[src/rtl/piano_pkg.sv]
// Note encoding and recorder state definitions shared by the piano player and recorder.
package piano_pkg;

    localparam int IDX_W   = 3;
    localparam int PITCH_W = 2;
    localparam int NOTE_W  = PITCH_W + IDX_W;

    localparam logic [PITCH_W-1:0] P_LOW  = 2'b01;
    localparam logic [PITCH_W-1:0] P_MID  = 2'b00;
    localparam logic [PITCH_W-1:0] P_HIGH = 2'b10;

    localparam logic [NOTE_W-1:0] NOTE_REST = '0;

    typedef enum logic [1:0] {
        ST_IDLE  = 2'd0,
        ST_ARMED = 2'd1,
        ST_REC   = 2'd2,
        ST_FULL  = 2'd3
    } rec_state_t;

    // Lowest pressed key wins; the undefined pitch code 11 folds to middle; rests carry middle pitch.
    function automatic logic [NOTE_W-1:0] encode_note(input logic [6:0] key,
                                                      input logic [PITCH_W-1:0] pitch);
        logic [IDX_W-1:0]   idx;
        logic [PITCH_W-1:0] p;
        idx = '0;
        for (int i = 6; i >= 0; i--) begin
            if (key[i]) idx = IDX_W'(i + 1);
        end
        p = (pitch == P_LOW || pitch == P_HIGH) ? pitch : P_MID;
        if (idx == '0) p = P_MID;
        return {p, idx};
    endfunction

endpackage

[src/rtl/tick_gen.sv]
// Free-running prescaler emitting a one-cycle tick every PERIOD clock cycles.
module tick_gen #(
    parameter int PERIOD = 1_000_000
) (
    input  logic clk,
    input  logic rst_n,
    output logic tick
);

    localparam int CW = (PERIOD > 1) ? $clog2(PERIOD) : 1;

    logic [CW-1:0] cnt;

    always_ff @(posedge clk or negedge rst_n) begin
        if (!rst_n) begin
            cnt  <= '0;
            tick <= 1'b0;
        end else if (cnt == CW'(PERIOD - 1)) begin
            cnt  <= '0;
            tick <= 1'b1;
        end else begin
            cnt  <= cnt + 1'b1;
            tick <= 1'b0;
        end
    end

endmodule

[src/rtl/song_recorder.sv]
// Captures the played key/pitch stream as (note, duration) entries and replays them
// through a sequential read port.
module song_recorder
    import piano_pkg::*;
#(
    parameter int CLK_HZ  = 100_000_000,
    parameter int TICK_MS = 10,
    parameter int DEPTH   = 64,
    parameter int DUR_W   = 8
) (
    input  logic                       clk,
    input  logic                       rst_n,
    input  logic                       rec_en,
    input  logic [6:0]                 key,
    input  logic [1:0]                 pitch,
    input  logic                       rd_en,
    input  logic                       rd_rewind,
    output logic                       rd_valid,
    output logic [NOTE_W-1:0]          rd_note,
    output logic [DUR_W-1:0]           rd_dur,
    output logic                       rd_last,
    output logic [$clog2(DEPTH):0]     rec_count,
    output logic                       recording,
    output logic                       full
);

    localparam int AW       = $clog2(DEPTH);
    localparam int CW       = AW + 1;
    localparam int ENT_W    = NOTE_W + DUR_W;
    localparam int TICK_CYC = CLK_HZ / 1000 * TICK_MS;
    localparam logic [DUR_W-1:0] DUR_MAX = '1;

    logic              tick;
    rec_state_t        state;
    logic              rec_en_q;
    logic [NOTE_W-1:0] enc, samp_note, acc_note, acc_now, cur_note;
    logic [DUR_W-1:0]  dur;
    logic [AW-1:0]     rd_ptr, eff_ptr;
    logic [ENT_W-1:0]  mem [DEPTH];
    logic [ENT_W-1:0]  rd_word;
    logic              rec_rise, read_ok, rd_fire, at_last;
    logic              wr_req, wr_drop;

    tick_gen #(.PERIOD(TICK_CYC)) u_tick (
        .clk  (clk),
        .rst_n(rst_n),
        .tick (tick)
    );

    // A sampled note replaces the accepted one only after matching on two consecutive ticks.
    assign enc     = encode_note(key, pitch);
    assign acc_now = (enc == samp_note) ? enc : acc_note;

    assign rec_rise = rec_en && !rec_en_q;
    assign wr_drop  = wr_req && (rec_count == CW'(DEPTH));

    // Read handshake: rd_en is a request pulse, honoured only when no session is active
    // (including one starting this cycle) and entries exist; the addressed entry appears
    // on rd_note/rd_dur with rd_valid=1 exactly one cycle later. rd_rewind zeroes the
    // pointer before any same-cycle request uses it.
    assign read_ok = !recording && (rec_count != '0) && !rec_rise;
    assign rd_fire = rd_en && read_ok;
    assign eff_ptr = rd_rewind ? '0 : rd_ptr;
    assign at_last = ({1'b0, eff_ptr} == rec_count - 1'b1);
    assign rd_word = mem[eff_ptr];

    always_comb begin
        wr_req = 1'b0;
        if (state == ST_REC) begin
            if (!rec_en)
                wr_req = (cur_note != NOTE_REST);
            else if (tick)
                wr_req = (acc_now != cur_note) || (dur == DUR_MAX);
        end
    end

    always_ff @(posedge clk) begin
        if (wr_req && !wr_drop)
            mem[rec_count[AW-1:0]] <= {cur_note, dur};
    end

    always_ff @(posedge clk or negedge rst_n) begin
        if (!rst_n) begin
            state     <= ST_IDLE;
            rec_en_q  <= 1'b0;
            samp_note <= NOTE_REST;
            acc_note  <= NOTE_REST;
            cur_note  <= NOTE_REST;
            dur       <= '0;
            rec_count <= '0;
            recording <= 1'b0;
            full      <= 1'b0;
            rd_ptr    <= '0;
            rd_valid  <= 1'b0;
            rd_note   <= '0;
            rd_dur    <= '0;
            rd_last   <= 1'b0;
        end else begin
            rec_en_q <= rec_en;
            rd_valid <= rd_fire;

            if (tick) begin
                samp_note <= enc;
                acc_note  <= acc_now;
            end

            if (rd_fire) begin
                rd_note <= rd_word[ENT_W-1 -: NOTE_W];
                rd_dur  <= rd_word[DUR_W-1:0];
                rd_last <= at_last;
                rd_ptr  <= at_last ? '0 : eff_ptr + 1'b1;
            end else if (rd_rewind) begin
                rd_ptr <= '0;
            end

            if (wr_req) begin
                if (wr_drop) full      <= 1'b1;
                else         rec_count <= rec_count + 1'b1;
            end

            case (state)
                ST_IDLE: begin
                    if (rec_rise) begin
                        state     <= ST_ARMED;
                        rec_count <= '0;
                        dur       <= '0;
                        rd_ptr    <= '0;
                        recording <= 1'b1;
                        full      <= 1'b0;
                    end
                end
                ST_ARMED: begin
                    if (!rec_en) begin
                        state     <= ST_IDLE;
                        recording <= 1'b0;
                    end else if (tick && acc_now != NOTE_REST) begin
                        cur_note <= acc_now;
                        dur      <= DUR_W'(1);
                        state    <= ST_REC;
                    end
                end
                ST_REC: begin
                    if (!rec_en) begin
                        state     <= ST_IDLE;
                        recording <= 1'b0;
                    end else if (tick) begin
                        if (wr_drop) begin
                            state <= ST_FULL;
                        end else if (acc_now == cur_note) begin
                            dur <= (dur == DUR_MAX) ? DUR_W'(1) : dur + 1'b1;
                        end else begin
                            cur_note <= acc_now;
                            dur      <= DUR_W'(1);
                        end
                    end
                end
                ST_FULL: begin
                    if (!rec_en) begin
                        state     <= ST_IDLE;
                        recording <= 1'b0;
                    end
                end
                default: state <= ST_IDLE;
            endcase
        end
    end

endmodule

[config.mk]
export PLATFORM = sky130hd
export DESIGN_NAME = song_recorder
export DESIGN_NICKNAME = d
export VERILOG_FILES = /design/src/rtl/piano_pkg.sv /design/src/rtl/tick_gen.sv /design/src/rtl/song_recorder.sv
export SDC_FILE = /design/constraint.sdc
export NUM_CORES = 1
export LEC_CHECK = 0
export CAP_MARGIN = 20
export CORE_UTILIZATION = 40
export CTS_CLUSTER_DIAMETER = 100
export DETAILED_ROUTE_END_ITERATION = 8
export GPL_TIMING_DRIVEN = 1
export MAX_ROUTING_LAYER = met4
export PLACE_DENSITY = 0.61
export RECOVER_POWER = 25
export SYNTH_ARGS = -nofsm -noshare
export SYNTH_HDL_FRONTEND = slang
export SYNTH_SLANG_ARGS = --single-unit
[constraint.sdc]
create_clock -name clk -period 4.3 [get_ports clk]
set_input_delay 0.86 -clock clk [delete_from_list [all_inputs] [get_ports clk]]
set_output_delay 0.86 -clock clk [all_outputs]
set_load 0.05 [all_outputs]
==> results of run 1 <==
critical path: stages:
cell and delay (ps):
clkdlybuf4s50_1 420, or4_4 580, o211ai_2 210, and4b_4 260
and3_1 210, mux2i_2 330, buf_4 160, nor3_1 50
a31o_2 330, or4_1 490, buf_4 210, nor2_1 130
buf_4 230
path summary, 6_finish.rpt:
kind / start / end / slack [ps] / depth (start not counted)
max in group asynchronous: rst_n / rd_ptr[2]$_DFF_PN0_ / 950 / 2
setup / recovery: key[5] / mem[42][5]$_DFFE_PP_ / 170 / 13
hold reg to reg: u_tick.cnt[0]$_DFF_PN0_ / u_tick.cnt[0]$_DFF_PN0_ / 480 / 1
setup reg to reg: dur[5]$_DFFE_PN0P_ / mem[4][5]$_DFFE_PP_ / 550 / 1
hold / removal: u_tick.cnt[0]$_DFF_PN0_ / u_tick.cnt[0]$_DFF_PN0_ / 480 / 1
min in group asynchronous: rst_n / acc_note[0]$_DFFE_PN0P_ / 1230 / 1
stage by stage:
step                hold slack, ps  std cells
floorplan                      447       2359
global placement               460       3641
detailed placement             474       3641
CTS                            303       3814
global route                   514       3816
finish                         478       3816
layout by cell type (no fill, tap or decap), types with 10 or more instances in the layout:
master           netlist  layout
a2111oi_0             53      53
inv_1                 27      27
buf_4                  2     179
o22ai_1              106     106
mux2_2                65      65
xor2_1                18      18
nand3_1               26      26
dfrtp_2                0      13
clkinv_2               0      13
a21oi_1              134     134
clkbuf_1             103      16
clkinv_1               2      20
mux4_2               104     104
ha_1                  12      12
clkbuf_8               0      10
dfrtp_1               77      62
clkbuf_16              0      94
xnor2_1               19      19
nor2_1               230     224
o21ai_0              139     139
clkdlybuf4s50_1        0      34
edfxtp_1             832     832
buf_12                 0      29
nand4_1               10      10
nand2_1              144     141
nor3_1                80      80
cell families (layout without fill, tap and decap cells):
group	after synthesis	after routing	share of synthesized area, %
adder cells (fa/ha/maj)	13	13	0.436
multiplexers	174	174	8.52
AO/OA/AOI/OAI	483	483	7.95
flip-flops	909	909	73.3
buffers and inverters	175	456	1.95
AND/OR/NAND/NOR	568	568	7.00
XOR/XNOR	37	37	0.882
area by class of cell:
type | instances | share of cell area, %
Timing Repair Buffer | 254 | 5.45
Clock buffer | 118 | 5.89
Multi-Input combinational cell | 1275 | 21.3
Clock inverter | 55 | 1.28
Sequential cell | 909 | 62.4
Tap cell | 1176 | 3.41
Inverter | 29 | 0.252
metal layers:
| layer | vias up | share of wire (%) |
|---|---|---|
| li1 | 9616 | - |
| met1 | 10981 | 43 |
| met2 | 899 | 47 |
| met3 | 148 | 8.3 |
| met4 | 0 | 2.3 |
| met5 | - | 0 |
sequential cells by signal, indices dropped and copies added (netlist names), 2 cells and up:
signal	cells
rd_note	5
state	2
rd_ptr	6
cur_note	5
mem	832
rd_dur	8
rec_count	7
dur	8
samp_note	5
acc_note	5
u_tick.cnt	20
power breakdown:
| group | internal (uW) | total [uW] | switching [uW] | leakage [uW] |
|---|---|---|---|---|
| Sequential | 9630 | 9660 | 34.9 | 0.00992 |
| Combinational | 213 | 647 | 434 | 0.00420 |
| Clock | 4690 | 8070 | 3380 | 0.00150 |
what timing repair did:
| item | in CTS | in global routing |
|---|---|---|
| setup endpoints to repair | 52 | 23 |
| hold buffers | 0 | 0 |
| resized for setup | 4 | 3 |
==> impl_metrics.yaml, run 1 <==
synthesis:
  synth_top_area_share_pct: 68.0
  synth-main-ff-cell: "edfxtp_1"
  synth_most_common_cell: "edfxtp_1"
  synthTopCellsByArea: "edfxtp_1 (68%), mux4_2 (6.4%), dfrtp_1 (5.2%)"
  synth_cells: 2359
  synth_seq_cells: 909
  yosys_warnings: 0
  yosysSeqAreaShare_pct: 73.3
  synth_top_cells_by_count: "edfxtp_1 (832), nor2_1 (230), nand2_1 (144)"
  syn_nets: 2385
  synth.largest_area_cell: "edfxtp_1"
  synth_edf_count: 832
  yosys.cell_types.count: 70
  syn_area_per_cell_um2: 15.6
  syn_area_um2: 36700
  synthArstFlopShare_pct: 8.47
job:
  drv_cap: 8
worst_setup_path:
  critical_path_required_ps: 4650
  startpoint_type: "input pin"
  arrival_ps: 4470
  crit_type: "in2reg"
  crit_fanout: 13
  cp-end-kind: "flop"
cells_and_area:
  drive_above_1_share_pct: 22.5
  multiInputGateArea_um2: 9190
  syn_to_final_growth_pct: 17.5
  diodes: 0
  final_core_util_pct: 47.7
  stdcell_area_um2: 43100
  fillers: 7538
  seqCellArea_um2: 26900
  nNetsFinal: 2588
clock_network:
  ctsLongestPathBuffers: 3
  clk_latency_ps: 670
  numCtsBuffers: 93
  cts_setup_buffers: 0
  tritoncts: "done"
  ctsHtreeMaxLevel: 3
  cts_sinks: 909
  path_clk_slew_ps: 60
  cts-root-buf: "clkbuf_16"
timing:
  min_period_over_period_pct: 96.0
  max_freq_mhz: 242
  setup_slack_ps: 172
  relSlewSlack_pct: -148
  fin_crit_ps: 4130
  finalSetupTns_ps: 0
  finClkSkew_ps: 40.7
  rsz0062_at_grt: "false"
  finalSetupViolCount: 0
  final_max_slew_viol_count: 532
  worstMarginPinSlew_ps: 3720
  hold_viol: 0
grt:
  track_usage_pct: 20.8
  busiest_layer: "met2"
  grt_pass1_wl_um: 140000
  grt_max_degree: 106
  met2_usage_pct: 31.6
  grt_pass1_vias: 21432
  gr-usage-met1_pct: 28.6
  antenna_found_initial: 0
  met3_usage_pct: 3.92
  grt-ovfl-total: 0
route:
  detail_route.wl_per_cell_um: 24.5
  route.antenna.remaining_nets: 0
  drt_pass1_iterations: 5
  wl_um: 93400
  drcViolationCount: 0
  drt_iter0_drc: 2393
  vias: 21644
  vias_per_cell: 5.67
power_and_ir_drop:
  p_leak_uw: 0.0156
  peakVddDrop_mv: 0.294
  cellPowerDensity_nw_per_um2: 426
  power_uw: 18400
die:
  initial_core_util_pct: 40.6
  fp-row-count: 110
  die_area_um2: 93000
  fp.dieH_um: 305
  core_region_area_um2: 90400
  die_x_um: 305
  boundaryPins: 38
status:
  status: "finished, violations left"
  violations: "max-capacitance violations, max-slew violations"
placement:
  io_buffers: 37
  dp_hpwl_um: 57100
  place_area_um2: 40000
  dpl_worst_slack_ps: -765
  routabilityCongestion: 0.896
min_path:
  hold_path.class: "reg2reg"
(Power assumes the default switching activity.)
==> run 2: changes to the inputs <==
--- a/config.mk
+++ b/config.mk
@@ -6,12 +6,14 @@
 export NUM_CORES = 1
 export LEC_CHECK = 0
 export CAP_MARGIN = 20
+export CELL_PAD_IN_SITES_DETAIL_PLACEMENT = 1
+export CELL_PAD_IN_SITES_GLOBAL_PLACEMENT = 1
 export CORE_UTILIZATION = 40
 export CTS_CLUSTER_DIAMETER = 100
 export DETAILED_ROUTE_END_ITERATION = 8
 export GPL_TIMING_DRIVEN = 1
 export MAX_ROUTING_LAYER = met4
-export PLACE_DENSITY = 0.61
+export PLACE_DENSITY = 0.68
 export RECOVER_POWER = 25
 export SYNTH_ARGS = -nofsm -noshare
 export SYNTH_HDL_FRONTEND = slang
==> run 2 against run 1 <==
Against the previous run: the run still ends with max-capacitance violations, max-slew violations left; critical path depth grew 4; clock power increased by 4.2%; sequential share of layout area is 0.094 points lower; hold slack improved by 9.3 ps; clock skew is 19 ps lower; sequential cell count is the same; critical endpoint is now mem[22][3]$_DFFE_PP_; largest power group unchanged.
==> impl_metrics.yaml, run 2 (synthesis gave the netlist of run 1 again) <==
clock_network:
  numCtsBuffers: 97
  post_cts_resized: 9
  ctsHtreeMaxLevel: 3
  cts_sinks: 909
  cts_setup_buffers: 0
  clk_latency_ps: 660
  cts-root-buf: "clkbuf_16"
  postCtsHoldBufs: 0
  ctsLongestPathBuffers: 3
  tritoncts: "done"
  path_clk_slew_ps: 60
cells_and_area:
  drive_above_1_share_pct: 22.7
  seqCellArea_um2: 26900
  fillers: 8721
  nNetsFinal: 2592
  largest_register_ffs: 832
  final_core_util_pct: 47.8
  multiInputGateArea_um2: 9240
  fin_cells: 3824
  layout_common_cells: "edfxtp_1 (832), nor2_1 (219), buf_4 (185), nand2_1 (140), o21ai_0 (139)"
  syn_to_final_growth_pct: 17.6
  final_common_cell: "edfxtp_1"
route:
  wl_um: 105000
  route.antenna.remaining_nets: 0
  drcViolationCount: 0
  drt_iter0_drc: 2546
  vias: 22251
  detail_route.wl_per_cell_um: 27.4
  drt_pass1_iterations: 5
  vias_per_cell: 5.82
timing:
  finClkSkew_ps: 21.5
  hold_viol: 0
  min_period_over_period_pct: 95.9
  rsz0062_at_grt: "false"
  final_max_slew_viol_count: 359
  relSlewSlack_pct: -109
  max_freq_mhz: 242
  worstMarginPinSlew_ps: 3130
  finalSetupViolCount: 0
  fin_crit_ps: 4120
worst_setup_path:
  reg2reg_to: "rd_note[0]$_DFFE_PN0P_"
  rrSetupSlack_ps: 290
  arrival_ps: 4540
  critical_path_required_ps: 4710
  crit_fanout: 13
  r2r-start: "rd_ptr[0]$_DFF_PN0_"
  cp-end-kind: "flop"
  crit_type: "in2reg"
  reg2reg_depth: 11
  startpoint_type: "input pin"
status:
  violations: "max-capacitance violations, max-slew violations"
  status: "finished, violations left"
die:
  core_region_area_um2: 90400
  boundaryPins: 38
  fp-row-count: 110
  initial_core_util_pct: 40.6
  die_area_um2: 93000
  fp.dieH_um: 305
  die_x_um: 305
placement:
  io_buffers: 37
  dp.cells: 3642
  routabilityCongestion: 0.931
  dp_hpwl_um: 64300
grt:
  antenna_found_initial: 1
  grt-ovfl-total: 0
  grt_max_degree: 106
  track_usage_pct: 23.2
  grt_pass1_wl_um: 156000
  grt_pass1_vias: 23420
power_and_ir_drop:
  power.internal_uw: 14800
  cellPowerDensity_nw_per_um2: 433
  pwr-share-seq_pct: 51.6
  peakVddDrop_mv: 0.264
  pwr-share-clk_pct: 44.9
  comb_power_share_pct: 3.5
  p_leak_uw: 0.0157
  p_switching_uw: 3960
  power_switching_share_pct: 21.2
min_path:
  min-delay-start: "u_tick.cnt[0]$_DFF_PN0_"
  hold_path.class: "reg2reg"
  holdPathEnd: "u_tick.cnt[0]$_DFF_PN0_"
  whs_path_depth: 1
job:
  drv_cap: 7
run 2: cell count changes in the layout (fill, tap and decap cells not counted), moves of 4 or more:
cell	before	now
clkbuf_1	16	22
buf_4	179	185
clkinv_2	13	21
clkbuf_16	94	98
nor2_4	5	9
clkbuf_8	10	5
nor2_1	224	219
buf_12	29	22
run 2: metrics by stage:
step                      power, uW  setup TNS [ps]  area [um^2]  worst slack, ps  hold WS, ps
after global routing          19200               0        43200             21.8          505
after global placement        10500         -252600        39900             -678          461
after CTS                     18900               0        43200              161          244
after floorplan               10200           -7100        36700            -29.6          447
after detailed placement      10500         -339320        39900             -871          480
final                         18700               0        43200              175          487
run 2: worst max-delay path, stage by stage:
cell and delay [ps]:
clkdlybuf4s50_1 440, buf_4 170, nor4_4 350, buf_4 200, a32oi_1 130, and4b_4 230, buf_4 140, a211o_2 330
a21o_2 250, nor4_4 260, o21ai_0 170, buf_4 190, nand4_1 90, buf_4 210, buf_4 230, nor2_1 100
buf_12 180
run 2: final cells by class:
class,count,area share (%)
clock inverter,60,1.43
inverter,29,0.252
sequential,909,62.3
timing repair buffer,254,5.22
clock buffer,120,5.98
tap,1176,3.41
multi-input combinational,1275,21.4
antenna,1,0.00579
run 2: layer usage:
metal | global-route usage [%] | part of all wire [%]
met5 | - | 0
met4 | 6.72 | 2.5
met3 | 3.21 | 6.2
met2 | 35.2 | 46
met1 | 32.9 | 45
run 2: power groups by stage:
stage | clock network [uW] | registers, uW | logic [uW]
6_report | 8410 | 9650 | 662
5_1_grt | 8830 | 9650 | 707
4_1_cts | 8540 | 9650 | 663
3_5_place_dp | 0 | 9840 | 657
3_3_place_gp | 0 | 9840 | 641
2_1_floorplan | 0 | 9940 | 284
run 2: worst max path at each step:
stage,from,end,cells past startpoint
after detailed placement,key[5],mem[12][12]$_DFFE_PP_,12
after global placement,key[5],mem[12][11]$_DFFE_PP_,12
after CTS,key[5],mem[12][0]$_DFFE_PP_,12
after global routing,key[1],mem[30][3]$_DFFE_PP_,15
final,key[5],mem[22][3]$_DFFE_PP_,17
after floorplan,key[5],mem[57][0]$_DFFE_PP_,11
